$ cat config.mk
export PLATFORM = sky130hd
export DESIGN_NAME = rs232_tx_buf
export DESIGN_NICKNAME = d
export VERILOG_FILES = /design/src/rtl/rs232_pkg.sv /design/src/rtl/rs232_fifo.sv /design/src/rtl/rs232_tx_buf.sv
export SDC_FILE = /design/constraint.sdc
export NUM_CORES = 1
export LEC_CHECK = 0
export ABC_AREA = 1
export CAP_MARGIN = 0
export CORE_UTILIZATION = 54
export CTS_CLUSTER_SIZE = 14
export DETAILED_ROUTE_END_ITERATION = 16
export PLACE_DENSITY = 0.75
export SLEW_MARGIN = 20
export SYNTH_ARGS = -nofsm -noshare
export SYNTH_HDL_FRONTEND = slang
export SYNTH_SLANG_ARGS = --single-unit
$ cat constraint.sdc
create_clock -name clk -period 2.6 [get_ports clk]
set_input_delay 0.52 -clock clk [delete_from_list [all_inputs] [get_ports clk]]
set_output_delay 0.52 -clock clk [all_outputs]
set_load 0.02 [all_outputs]
$ cat src/rtl/rs232_pkg.sv
// Shared definitions for the buffered RS-232 transmitter: FSM encoding,
// baud select codes and the bit-period divisor calculation.
package rs232_pkg;

  typedef enum logic [2:0] {
    ST_IDLE,
    ST_START,
    ST_DATA,
    ST_PARITY,
    ST_STOP
  } tx_state_t;

  localparam logic [1:0] BAUD_115200 = 2'd0;
  localparam logic [1:0] BAUD_57600  = 2'd1;
  localparam logic [1:0] BAUD_38400  = 2'd2;
  localparam logic [1:0] BAUD_19200  = 2'd3;

  // Clock cycles per bit period (integer division, truncating).
  function automatic int unsigned baud_div(input int unsigned clk_freq,
                                           input int unsigned baud);
    return clk_freq / baud;
  endfunction

endpackage

$ cat src/rtl/rs232_fifo.sv
// Synchronous transmit FIFO with registered occupancy count.
// dout always presents the head entry (show-ahead).
module rs232_fifo
  import rs232_pkg::*;
#(
  parameter int unsigned DEPTH = 8,
  parameter int unsigned WIDTH = 8
) (
  input  logic                     clk,
  input  logic                     rst,
  input  logic                     push,
  input  logic                     pop,
  input  logic [WIDTH-1:0]         din,
  output logic [WIDTH-1:0]         dout,
  output logic                     full,
  output logic                     empty,
  output logic [$clog2(DEPTH):0]   count
);

  localparam int unsigned AW = $clog2(DEPTH);
  localparam logic [AW:0] FULL_CNT = (AW + 1)'(DEPTH);

  logic [WIDTH-1:0] r_mem [DEPTH];
  logic [AW-1:0]    r_wr_ptr;
  logic [AW-1:0]    r_rd_ptr;
  logic [AW:0]      r_count;
  logic             w_push;
  logic             w_pop;

  assign full   = (r_count == FULL_CNT);
  assign empty  = (r_count == '0);
  assign count  = r_count;
  assign dout   = r_mem[r_rd_ptr];
  assign w_push = push && !full;
  assign w_pop  = pop && !empty;

  // Storage array: written on accepted push, never reset.
  always_ff @(posedge clk) begin
    if (w_push) begin
      r_mem[r_wr_ptr] <= din;
    end
  end

  // Pointers wrap naturally modulo DEPTH; count tracks push minus pop.
  always_ff @(posedge clk) begin
    if (rst) begin
      r_wr_ptr <= '0;
      r_rd_ptr <= '0;
      r_count  <= '0;
    end else begin
      if (w_push) begin
        r_wr_ptr <= r_wr_ptr + 1'b1;
      end
      if (w_pop) begin
        r_rd_ptr <= r_rd_ptr + 1'b1;
      end
      case ({w_push, w_pop})
        2'b10:   r_count <= r_count + 1'b1;
        2'b01:   r_count <= r_count - 1'b1;
        default: r_count <= r_count;
      endcase
    end
  end

endmodule

$ cat src/rtl/rs232_tx_buf.sv
// Buffered RS-232 transmitter: FIFO front end, per-frame latched line
// configuration, registered txd output, back-to-back frames without gaps.
module rs232_tx_buf
  import rs232_pkg::*;
#(
  parameter int unsigned CLOCK_FREQ = 50000000,
  parameter int unsigned FIFO_DEPTH = 8
) (
  input  logic                          clk,
  input  logic                          rst,
  input  logic                          wr,
  input  logic [7:0]                    data_in,
  input  logic [1:0]                    baud_sel,
  input  logic                          dbits,
  input  logic                          par_en,
  input  logic                          par_odd,
  input  logic                          stop2,
  output logic                          rdy,
  output logic                          empty,
  output logic [$clog2(FIFO_DEPTH):0]   count,
  output logic                          ovf,
  output logic                          txd
);

  localparam logic [15:0] DIV_115200 = 16'(baud_div(CLOCK_FREQ, 115200));
  localparam logic [15:0] DIV_57600  = 16'(baud_div(CLOCK_FREQ, 57600));
  localparam logic [15:0] DIV_38400  = 16'(baud_div(CLOCK_FREQ, 38400));
  localparam logic [15:0] DIV_19200  = 16'(baud_div(CLOCK_FREQ, 19200));

  tx_state_t   r_state;
  tx_state_t   w_state_n;
  logic [15:0] r_tick;
  logic [15:0] w_tick_n;
  logic [15:0] r_div;
  logic [15:0] w_div_sel;
  logic [2:0]  r_bit;
  logic [2:0]  w_bit_n;
  logic [7:0]  r_shift;
  logic [7:0]  w_shift_n;
  logic        r_par;
  logic        w_par_n;
  logic        r_txd;
  logic        w_txd_n;
  logic        r_dbits;
  logic        r_par_en;
  logic        r_par_odd;
  logic        r_stop2;
  logic        r_ovf;
  logic        w_load;
  logic        w_push;
  logic        w_fifo_full;
  logic        w_fifo_empty;
  logic [7:0]  w_fifo_dout;
  logic        w_last_tick;
  logic        w_last_bit;

  assign rdy         = !w_fifo_full;
  assign w_push      = wr && !w_fifo_full;
  assign empty       = w_fifo_empty && (r_state == ST_IDLE);
  assign ovf         = r_ovf;
  assign txd         = r_txd;
  assign w_last_tick = (r_tick == r_div - 16'd1);
  assign w_last_bit  = (r_bit == (r_dbits ? 3'd6 : 3'd7));

  rs232_fifo #(
    .DEPTH (FIFO_DEPTH),
    .WIDTH (8)
  ) u_fifo (
    .clk   (clk),
    .rst   (rst),
    .push  (w_push),
    .pop   (w_load),
    .din   (data_in),
    .dout  (w_fifo_dout),
    .full  (w_fifo_full),
    .empty (w_fifo_empty),
    .count (count)
  );

  // Bit-period divisor for the currently requested baud rate.
  always_comb begin
    w_div_sel = DIV_115200;
    case (baud_sel)
      BAUD_115200: w_div_sel = DIV_115200;
      BAUD_57600:  w_div_sel = DIV_57600;
      BAUD_38400:  w_div_sel = DIV_38400;
      BAUD_19200:  w_div_sel = DIV_19200;
      default:     w_div_sel = DIV_115200;
    endcase
  end

  // Next-state, datapath and next-txd logic; txd is computed one edge
  // ahead so the registered output changes exactly at bit boundaries.
  always_comb begin
    w_state_n = r_state;
    w_tick_n  = w_last_tick ? '0 : r_tick + 16'd1;
    w_bit_n   = r_bit;
    w_shift_n = r_shift;
    w_par_n   = r_par;
    w_txd_n   = r_txd;
    w_load    = 1'b0;
    case (r_state)
      ST_IDLE: begin
        w_tick_n = '0;
        w_txd_n  = 1'b1;
        if (!w_fifo_empty) begin
          w_load = 1'b1;
        end
      end
      ST_START: begin
        if (w_last_tick) begin
          w_state_n = ST_DATA;
          w_txd_n   = r_shift[0];
        end
      end
      ST_DATA: begin
        if (w_last_tick) begin
          w_par_n   = r_par ^ r_shift[0];
          w_shift_n = {1'b0, r_shift[7:1]};
          if (w_last_bit) begin
            w_bit_n = '0;
            if (r_par_en) begin
              w_state_n = ST_PARITY;
              w_txd_n   = r_par ^ r_shift[0] ^ r_par_odd;
            end else begin
              w_state_n = ST_STOP;
              w_txd_n   = 1'b1;
            end
          end else begin
            w_bit_n = r_bit + 3'd1;
            w_txd_n = r_shift[1];
          end
        end
      end
      ST_PARITY: begin
        if (w_last_tick) begin
          w_state_n = ST_STOP;
          w_txd_n   = 1'b1;
        end
      end
      ST_STOP: begin
        if (w_last_tick) begin
          if (r_stop2 && (r_bit == 3'd0)) begin
            w_bit_n = 3'd1;
          end else if (!w_fifo_empty) begin
            w_load = 1'b1;
          end else begin
            w_state_n = ST_IDLE;
            w_bit_n   = '0;
            w_txd_n   = 1'b1;
          end
        end
      end
      default: begin
        w_state_n = ST_IDLE;
        w_tick_n  = '0;
        w_bit_n   = '0;
        w_txd_n   = 1'b1;
      end
    endcase
    // A pop (from IDLE or the last stop cycle) always starts a fresh frame.
    if (w_load) begin
      w_state_n = ST_START;
      w_tick_n  = '0;
      w_bit_n   = '0;
      w_shift_n = w_fifo_dout;
      w_par_n   = 1'b0;
      w_txd_n   = 1'b0;
    end
  end

  // State, counters, shift register and txd registers.
  always_ff @(posedge clk) begin
    if (rst) begin
      r_state <= ST_IDLE;
      r_tick  <= '0;
      r_bit   <= '0;
      r_shift <= '0;
      r_par   <= 1'b0;
      r_txd   <= 1'b1;
    end else begin
      r_state <= w_state_n;
      r_tick  <= w_tick_n;
      r_bit   <= w_bit_n;
      r_shift <= w_shift_n;
      r_par   <= w_par_n;
      r_txd   <= w_txd_n;
    end
  end

  // Line configuration is captured only when a byte is popped.
  always_ff @(posedge clk) begin
    if (rst) begin
      r_div     <= DIV_115200;
      r_dbits   <= 1'b0;
      r_par_en  <= 1'b0;
      r_par_odd <= 1'b0;
      r_stop2   <= 1'b0;
    end else if (w_load) begin
      r_div     <= w_div_sel;
      r_dbits   <= dbits;
      r_par_en  <= par_en;
      r_par_odd <= par_odd;
      r_stop2   <= stop2;
    end
  end

  // Sticky overflow flag: a write while the FIFO is full.
  always_ff @(posedge clk) begin
    if (rst) begin
      r_ovf <= 1'b0;
    end else if (wr && w_fifo_full) begin
      r_ovf <= 1'b1;
    end
  end

endmodule

# [Word level (Yosys, flattened, before mapping)]
# Memories as Yosys holds them, arrays and structs flattened. A register that Yosys moved wholly into a read port is not among the register bits.
# Index checks and enable logic that the tools add are counted.
[classes] n_addsub=7 mul=0 n_div=0 order_cmp=0 eq_ne=28 n_shift=0 muxes=39 bitwise_logic=5 n_reduce_logical=25
[ops] cell="case mux 16 bit (4 select lines)" n=1
[ops] cell="2-to-1 mux 3 bit" n=14
[ops] cell="2-to-1 mux 8 bit" n=3
[ops] cell="!= test 3 x 2 -> 1 bit (second input constant)" n=7
[ops] cell="adder 16 x 1 -> 16 bit (second input constant)" n=1
[ops] cell="== test 16 bit" n=1
[ops] cell="2-to-1 mux 1 bit" n=16
[ops] cell="AND reduction 8 bit" n=2
[ops] cell="subtractor 16 x 1 -> 16 bit (second input constant)" n=1
[ops] cell="case mux 3 bit (5 select lines)" n=1
[ops] cell="!= test 2 bit (second input constant)" n=6
[ops] cell="adder 3 x 1 -> 3 bit (second input constant)" n=3
[ops] cell="case mux 3 bit (3 select lines)" n=1
[ops] cell="case mux 4 bit (2 select lines)" n=1
[ops] cell="OR reduction 4 bit" n=2
[ops] cell="== test 2 bit (second input constant)" n=3
[ops] cell="== test 3 x 2 -> 1 bit (second input constant)" n=2
[ops] cell="logical AND 1 bit" n=6
[ops] cell="zero test 3 bit" n=2
[ops] cell="AND reduction 6 bit" n=1
[ops] cell="nonzero test 2 bit" n=3
[ops] cell="adder 4 x 1 -> 4 bit (second input constant)" n=1
[ops] cell="== test 2 x 1 -> 1 bit (second input constant)" n=2
[ops] cell="== test 4 bit (second input constant)" n=1
[ops] cell="other kinds (17)" n=23
[word_totals] register_bits=63 latch_bits=0 ram_bits=64 romBits=0 inputBits=17 output_inout_bits=8 word_cells=121 mem_count=1
[mem_list] name="u_fifo.r_mem" depth=8 word_bits=8 read_ports=1 rd_clocked_by_memory_dff=1 wr=1 line="rs232_fifo.sv:23" rtl="logic [WIDTH-1:0] r_mem [DEPTH];"

# [Logic depth before layout (Yosys ltp)]
# Gate-level depths: netlist of run 1.
[logic_depth] depth_word=8 ltp_mapped=25 mapped_depth_nobuf=24

# [Cells and area by module]
# From an unflattened synthesis of run 1, not the netlist that was laid out.
[hier_totals] hier_cells=728 area_unflattened_um2=6072.1
[modules_own_cells] module="rs232_fifo" instances=1 cells_per_inst=276 area_each_um2=3213.1 seq_area_each_um2=2182.1
[modules_own_cells] module="rs232_tx_buf" instances=1 cells_per_inst=452 area_each_um2=2859.0 seq_area_each_um2=920.9

# [Least setup slack after synthesis of run 1]
# OpenSTA, ideal clock, no wires.
[synth_path] kind="reg-to-reg" from="register r_div[4]" to="register u_fifo.r_count[2] (netlist: u_fifo.count[2])" arrival_time_ps=2722 required_time_ps=2485 setup_slack_ps=-237 stages_incl_launch_ff=26 n_path_buf=1 cell_sequence="dfxtp_1 > inv_1 > ha_1 > inv_1 > nand2_1 > nand2_1 > nand2_1 > nand2_1 > nand2_1 > nor2_1 > nand2_1 > nor2_1 > nand2_1 > nor2_2 > nand3_2 > nand2_4 > buf_4 > ha_1 > nand2_1 > inv_1 > nor2_1 > ha_1 > a21oi_1 > xor2_1 > o21ai_0 > inv_1"
[synth_between] elab_chain_len=7 word_cells_on_any_way=9 classes_between="1 x add/sub; 3 x eq/ne; 3 x mux; 2 x reduce/logical"
[synth_rtl] element="start, declared" line="rs232_tx_buf.sv:34" rtl="logic [15:0] r_div;"
[synth_rtl] element="start signal, assigned" line="rs232_tx_buf.sv:200" rtl="r_div <= w_div_sel;"
[synth_rtl] element="subtractor 16 x 1 -> 16 bit (*)" line="rs232_tx_buf.sv:62" rtl="assign w_last_tick = (r_tick == r_div - 16'd1);"
[synth_rtl] element="== test 16 bit (*)" line="rs232_tx_buf.sv:62"
[synth_rtl] element="2-to-1 mux 1 bit (*)" line="rs232_tx_buf.sv:142" rtl="if (w_last_tick) begin"
[synth_rtl] element="case mux 1 bit (2 select lines) (*)" line="rs232_tx_buf.sv:102" rtl="case (r_state)"
[synth_rtl] element="logical AND 1 bit (*)" line="rs232_fifo.sv:35" rtl="assign w_pop = pop && !empty;"
[synth_rtl] element="via u_fifo.w_pop" line="rs232_fifo.sv:28" rtl="logic w_pop;"
[synth_rtl] element="== test 2 x 1 -> 1 bit or == test 2 bit (tied branches)" line="rs232_fifo.sv:57" rtl="case ({w_push, w_pop})"
[synth_rtl] element="case mux 4 bit (2 select lines) or nonzero test 2 bit (tied branches)"
[synth_rtl] element="end signal, assigned" line="rs232_fifo.sv:58" rtl="2'b10: r_count <= r_count + 1'b1;"
[synth_rtl] element="end signal, assigned" line="rs232_fifo.sv:59" rtl="2'b01: r_count <= r_count - 1'b1;"
[synth_rtl] element="end signal, assigned" line="rs232_fifo.sv:60" rtl="default: r_count <= r_count;"
[synth_rtl] element="end, declared" line="rs232_fifo.sv:26" rtl="logic [AW:0] r_count;"
# Mark *: on every way through the listed nets, which the timed path passes. The rest lies on a longest branch.
# A chain may end at the register's enable or synchronous reset.

# [Worst setup path after layout of run 1]
[layout_path] from="register r_div[4]" to="register u_fifo.r_count[2] (netlist: u_fifo.count[2])"
[layout_between] elab_chain_len=7 word_cells_on_any_way=9 classes_between="1 x add/sub; 3 x eq/ne; 3 x mux; 2 x reduce/logical"
[layout_rtl] element="subtractor 16 x 1 -> 16 bit (*)" line="rs232_tx_buf.sv:62"
[layout_rtl] element="== test 16 bit (*)" line="rs232_tx_buf.sv:62"
[layout_rtl] element="2-to-1 mux 1 bit (*)" line="rs232_tx_buf.sv:142"
[layout_rtl] element="case mux 1 bit (2 select lines) (*)" line="rs232_tx_buf.sv:102"
[layout_rtl] element="logical AND 1 bit (*)" line="rs232_fifo.sv:35"
[layout_rtl] element="== test 2 x 1 -> 1 bit or == test 2 bit (tied branches)" line="rs232_fifo.sv:57"
[layout_rtl] element="case mux 4 bit (2 select lines) or nonzero test 2 bit (tied branches)"
# Every way passes the cells marked *; elsewhere a longest branch is shown, timed or not.

==> flow_metrics.tcl, run 1 <==
set metrics [dict create \
    ys_ff_latch 123 \
    setup-violations-final 3 \
    die_x_microns 104 \
    synthFlopType "edfxtp_1" \
    fin_crit_sh_pct 107 \
    period_needed_ns 2.78 \
    post-route-util_pct 68.8 \
    synthToLayoutAreaGrowth_pct 21.2 \
    die_h_microns 104 \
    synth.mux.area_fraction_pct 0 \
    synth-xor-area-share_pct 1.86 \
    totalWireLength_microns 12700 \
    die-area_sq_um 10900 \
    detail-route-antenna-nets 0 \
    grt_overflow 0 \
    num_rows 36 \
    synthCells 657 \
    cts_sinks 123 \
    synth.distinct_cells 41 \
    viasPerCell 5.47 \
    gp_congestion 0.887 \
    vias 4703 \
    postSynthAreaPerCell_sq_um 8.60 \
    synthesis.area_sq_um 5650 \
    violations "setup timing" \
    maxSlewViolCount 0 \
    dp_hpwl_microns 8440 \
    start_util_pct 56.7 \
    grt_max_degree 33 \
    place_ws_ns -0.112 \
    drtIter0Drc 189 \
    slew_headroom_pct 63.8 \
    dp_cells 822 \
    cts.hold.buffers_added 0 \
    async_flop_share_pct 0 \
    h-tree-depth 4 \
    max_clock_freq_ghz 0.359 \
    hp-start "ovf" \
    grt_usage_pct 24.7 \
    synth_fa_ha_area_share_pct 1.99 \
    numCtsBuffers 17 \
    clkSlewWorstSetupHoldPaths_ns 0.06 \
    power_uw 7020 \
    worstMarginPinSlew_ns 0.539 \
    setup.worst_path.class "reg2reg" \
    grt_pass1_vias 4561 \
    final_cell_count_no_fill 859 \
    final_common_cell "nand2_1" \
    cp.required_ns 3.01 \
    port_buffers 24 \
    fin_skew_ns 0.00738 \
    hold_violations 0 \
    vdd_drop_max_mv 0.741 \
    layout_common_cells "nand2_1, nor2_1, edfxtp_1, inv_1, dfxtp_1" \
    wl_per_cell_microns 14.8 \
    worst_skew_pair.late_latency_ns 0.52 \
    io-pin-count 25 \
    hold_ws_ns 0.459 \
    setup_slack_ns -0.184 \
    grt_pass1_wl_microns 21100 \
    syn-num-nets 683 \
    yosys_warnings 0 \
    seq_area_frac_synth_pct 54.9 \
    layout.nets 739 \
    cp-end-kind "flip-flop" \
    cts_tree "yes" \
    p_leak_uw 0.00268 \
    status "complete, but fails checks" \
    n_antenna_cell 0 \
    dr.pass1.iters 4 \
    startpoint "r_div[4]" \
    worst-path-max-fanout 4 \
    synth-compound-area-share_pct 11.4 \
    cp.arrival_ns 3.20 \
    synth_top_family_by_area "simple AND/OR/NAND/NOR gates" \
    antenna_found_initial 0 \
    cellPowerDensity_nw_per_um2 1030 \
    cts_buffer_depth 2 \
    maxCapViolations 0 \
    cts_root_buf "clkbuf_8" \
    holdCritPathClass "reg2reg" \
    reg2reg_from "r_div[4]" \
    critPathLaunchType "flip-flop" \
    fillers 779 \
    synth_simple_gate_area_share_pct 23.7 \
    coreArea_sq_um 9950 \
    synth_edf_count 64 \
    rsz0062_at_grt "true" \
    final_layout_size_suffix_gt1_share_pct 14.2 \
    drc 0 \
]
-- cells by family after synthesis --
kind of cell	count (synthesis)
AND/OR/NAND/NOR	317
adder cells (fa/ha/maj)	9
flip-flops	123
XOR/XNOR	12
AO/OA/AOI/OAI	112
buffers and inverters	84
-- cell type report --
type	instances	area [sq um]	area share (%)
clock inverter	14	111	1.63
timing repair inverter	1	5.00	0.0731
inverter	67	258	3.77
tap	133	166	2.43
timing repair buffer	53	457	6.67
sequential	123	3110	45.4
clock buffer	18	418	6.10
multi-input combinational	450	2320	33.9
-- power breakdown --
part | internal, uW | leakage (uW) | switching (uW)
Combinational | 888 | 0.00136 | 1490
Clock | 1190 | 0.000253 | 912
Sequential | 2320 | 0.00106 | 224
-- synth_stat cells (all sizes together) (9+ instances only) --
cell / n / area (sq um)
a21oi: 33 / 173
nand3: 39 / 200
inv: 64 / 240
dfxtp: 59 / 1180
ha: 9 / 113
clkbuf: 13 / 48.8
xor2: 9 / 78.8
edfxtp: 64 / 1920
nand2: 151 / 589
o21ai: 50 / 250
o22ai: 9 / 56.3
nor2: 105 / 422
-- registers in the layout, indices dropped and copies added, names as in the netlist, named ones only --
signal           cells
ovf                  1
r_bit                3
r_dbits              1
r_div                9
r_par                1
r_par_en             1
r_par_odd            1
r_shift              8
r_state              3
r_stop2              1
r_tick              16
txd                  1
u_fifo.count         4
u_fifo.r_mem        64
u_fifo.r_rd_ptr      3
u_fifo.r_wr_ptr      3
-- metal layers --
layer | routed length, microns | vias to the layer above | GRT usage (%)
li1 | - | 2309 | -
met1 | 5380 | 2210 | 29.6
met2 | 6220 | 153 | 41.2
met3 | 812 | 31 | 6.45
met4 | 325 | 0 | 11.9
met5 | 0 | - | 0
-- worst max-delay path: stages (launching register included) --
cell and delay, ns:
dfxtp_4 0.38, inv_4 0.04, ha_4 0.26, inv_2 0.03, nand2_2 0.04, nand3_2 0.06, nor2_2 0.11, nand2_1 0.06
nor2_1 0.11, nand2_1 0.06, nor2_1 0.09, nand2_1 0.10, nor2_4 0.14, nand3_2 0.11, nand2_4 0.11, ha_4 0.18
nand2_2 0.08, inv_2 0.10, nor2_4 0.05, ha_4 0.15, a21oi_2 0.13, xor2_1 0.08, o21ai_1 0.13, inv_1 0.05
-- path summary, 6_finish.rpt --
check                     to  slack [ns]  cells past startpoint
min                      ovf        0.46                      2
max          u_fifo.count[2]       -0.18                     23
min reg2reg              ovf        0.46                      2
max reg2reg  u_fifo.count[2]       -0.18                     23
-- through the flow --
stage / setup TNS [ns] / cell area (sq um)
5_1_grt: -3.01 / 6850
4_1_cts: -0.0302 / 6750
2_1_floorplan: -0.0295 / 5690
6_report: -0.367 / 6850
3_5_place_dp: -0.145 / 6190
3_3_place_gp: 0 / 6190
-- timing repair --
item                       CTS  global route
resized for setup            9            20
pin swaps                    3            14
buffers inserted             1             4
gates cloned                 0             1
setup endpoints to repair    4            35
Note: power is estimated with default switching activity, not from simulation.
==> run 2: changes to the inputs <==
- CORE_ASPECT_RATIO: not set -> 0.7
==> run 2 against run 1 <==
The run still ends with setup timing left. Combinational power up 8%. Clock-buffer cell count up 1. Die area about the same. Fmax up 0.54%. Worst setup slack better by 0.015 ns. Global-route usage up 1.8 points. Critical path depth down 1. Critical path type unchanged. Critical endpoint is now u_fifo.count[3]. Largest power group is now combinational cells. Highest routed layer unchanged.
==> flow_metrics.tcl, run 2 (same netlist as run 1, synthesis figures left out) <==
set metrics [dict create \
    vdd_drop_max_mv 0.643 \
    hold_ws_ns 0.465 \
    detail-route-antenna-nets 0 \
    dp_hpwl_microns 9310 \
    hold_violations 0 \
    layout_common_cells "nand2_1, nor2_1, edfxtp_1, inv_1, dfxtp_1" \
    p_leak_uw 0.00277 \
    gp_congestion 0.915 \
    final_layout_size_suffix_gt1_share_pct 14.9 \
    n_antenna_cell 0 \
    reg_top3 "u_fifo.r_mem x64, r_tick x16, r_div x9" \
    grt_pass1_vias 4522 \
    grt_overflow 0 \
    fin_crit_sh_pct 106 \
    maxSlewViolCount 0 \
    cts_root_buf "clkbuf_16" \
    wl_per_cell_microns 15.9 \
    critPathLaunchType "flip-flop" \
    tns_ns -0.375 \
    clkSlewWorstSetupHoldPaths_ns 0.06 \
    place_ws_ns -0.0879 \
    maxCapViolations 0 \
    dpl_cell_area_sq_um 6290 \
    viasPerCell 5.54 \
    coreArea_sq_um 9910 \
    synthToLayoutAreaGrowth_pct 23.3 \
    setup_slack_ns -0.169 \
    die-area_sq_um 10900 \
    holdCritPathClass "reg2reg" \
    largest_register_ffs 64 \
    totalWireLength_microns 13700 \
    worstMarginPinSlew_ns 0.559 \
    vias 4791 \
    h-tree-depth 4 \
    drc 0 \
    fin_skew_ns 0.00999 \
    grt_max_degree 19 \
    cts.hold.buffers_added 0 \
    start_util_pct 57.0 \
    setup-violations-final 3 \
    top_register "u_fifo.r_mem" \
    cts_buffer_depth 2 \
    period_needed_ns 2.77 \
    worst_skew_pair.late_latency_ns 0.42 \
    status "complete, but fails checks" \
    io-pin-count 25 \
    cp.required_ns 2.90 \
    cp-end-kind "flip-flop" \
    num_rows 30 \
    cp.arrival_ns 3.06 \
    design_area_sq_um 6970 \
    cts_sinks 123 \
    rrSetupSlack_ns -0.17 \
    grt_pass1_wl_microns 22000 \
    antenna_found_initial 0 \
    die_x_microns 124 \
    cts_tree "yes" \
    hold_depth 1 \
    setup.worst_path.class "reg2reg" \
    numCtsBuffers 17 \
    max_clock_freq_ghz 0.361 \
    drtIter0Drc 519 \
    violations "setup timing" \
    dr.pass1.iters 5 \
    rsz0062_at_grt "true" \
    grt_usage_pct 26.4 \
    die_h_microns 87.6 \
    r2r_cells 22 \
    slew_headroom_pct 62.5 \
    worst-path-max-fanout 5 \
    cellPowerDensity_nw_per_um2 1070 \
    final_common_cell "nand2_1" \
    layout.nets 750 \
    port_buffers 24 \
]
-- run 2: cell type report --
cell class	instances	area, sq um
sequential	123	3110
fill	747	2940
multi-input combinational	450	2290
timing repair buffer	64	559
clock buffer	19	433
inverter	67	254
tap	128	160
clock inverter	13	151
timing repair inverter	1	5.00
-- run 2: worst paths after layout --
kind	start	to
worst max register to register	r_div[4]	u_fifo.count[3]
worst min register to register	r_tick[0]	r_tick[0]
worst max-delay path	r_div[4]	u_fifo.count[3]
worst min-delay path	r_tick[0]	r_tick[0]
-- run 2: through the flow --
stage,instances,power (uW),utilization [%]
2_1_floorplan,657,4120,-
3_3_place_gp,830,4830,63.5
3_5_place_dp,830,4900,63.5
4_1_cts,864,7290,69.5
5_1_grt,865,7820,70.3
6_report,865,7430,70.3
-- run 2: metal layers --
layer,share of wire (%),up-vias,wire length (microns),global-route usage (%)
li1,-,2342,-,-
met1,48,2243,6610,37.0
met2,43,184,5960,40.4
met3,6.8,22,933,4.76
met4,1.6,0,226,12.7
met5,0,-,0,0
-- run 2: power breakdown --
| part | internal (uW) | leakage (uW) | switching (uW) | total (uW) |
|---|---|---|---|---|
| sequential | 2320 | 0.00106 | 202 | 2520 |
| combinational | 974 | 0.00143 | 1600 | 2580 |
| clock | 1490 | 0.000274 | 839 | 2330 |
-- run 2: repair_timing --
item | 4_1_cts | 5_1_grt
pin swaps | 4 | 18
endpoints found under the setup margin | 3 | 33
buffers inserted | 2 | 0
gates resized for setup | 1 | 23
gates cloned | 0 | 1
-- run 2: worst max-delay path: stages, from the launching register on --
cell and delay (ns):
dfxtp_4 0.39, inv_4 0.04, ha_4 0.26, inv_2 0.03
nand2_2 0.06, nand3_2 0.05, nor2_1 0.10, nand2_1 0.07
nor2_2 0.10, nand2_1 0.06, nor2_1 0.11, nand2_1 0.08
nor2_2 0.14, nand3_2 0.11, nand2_4 0.12, ha_4 0.18
nor2_4 0.06, nor2_4 0.12, nand3_2 0.09, o31ai_1 0.09
o211ai_1 0.19, o21ai_1 0.15, a21oi_1 0.05
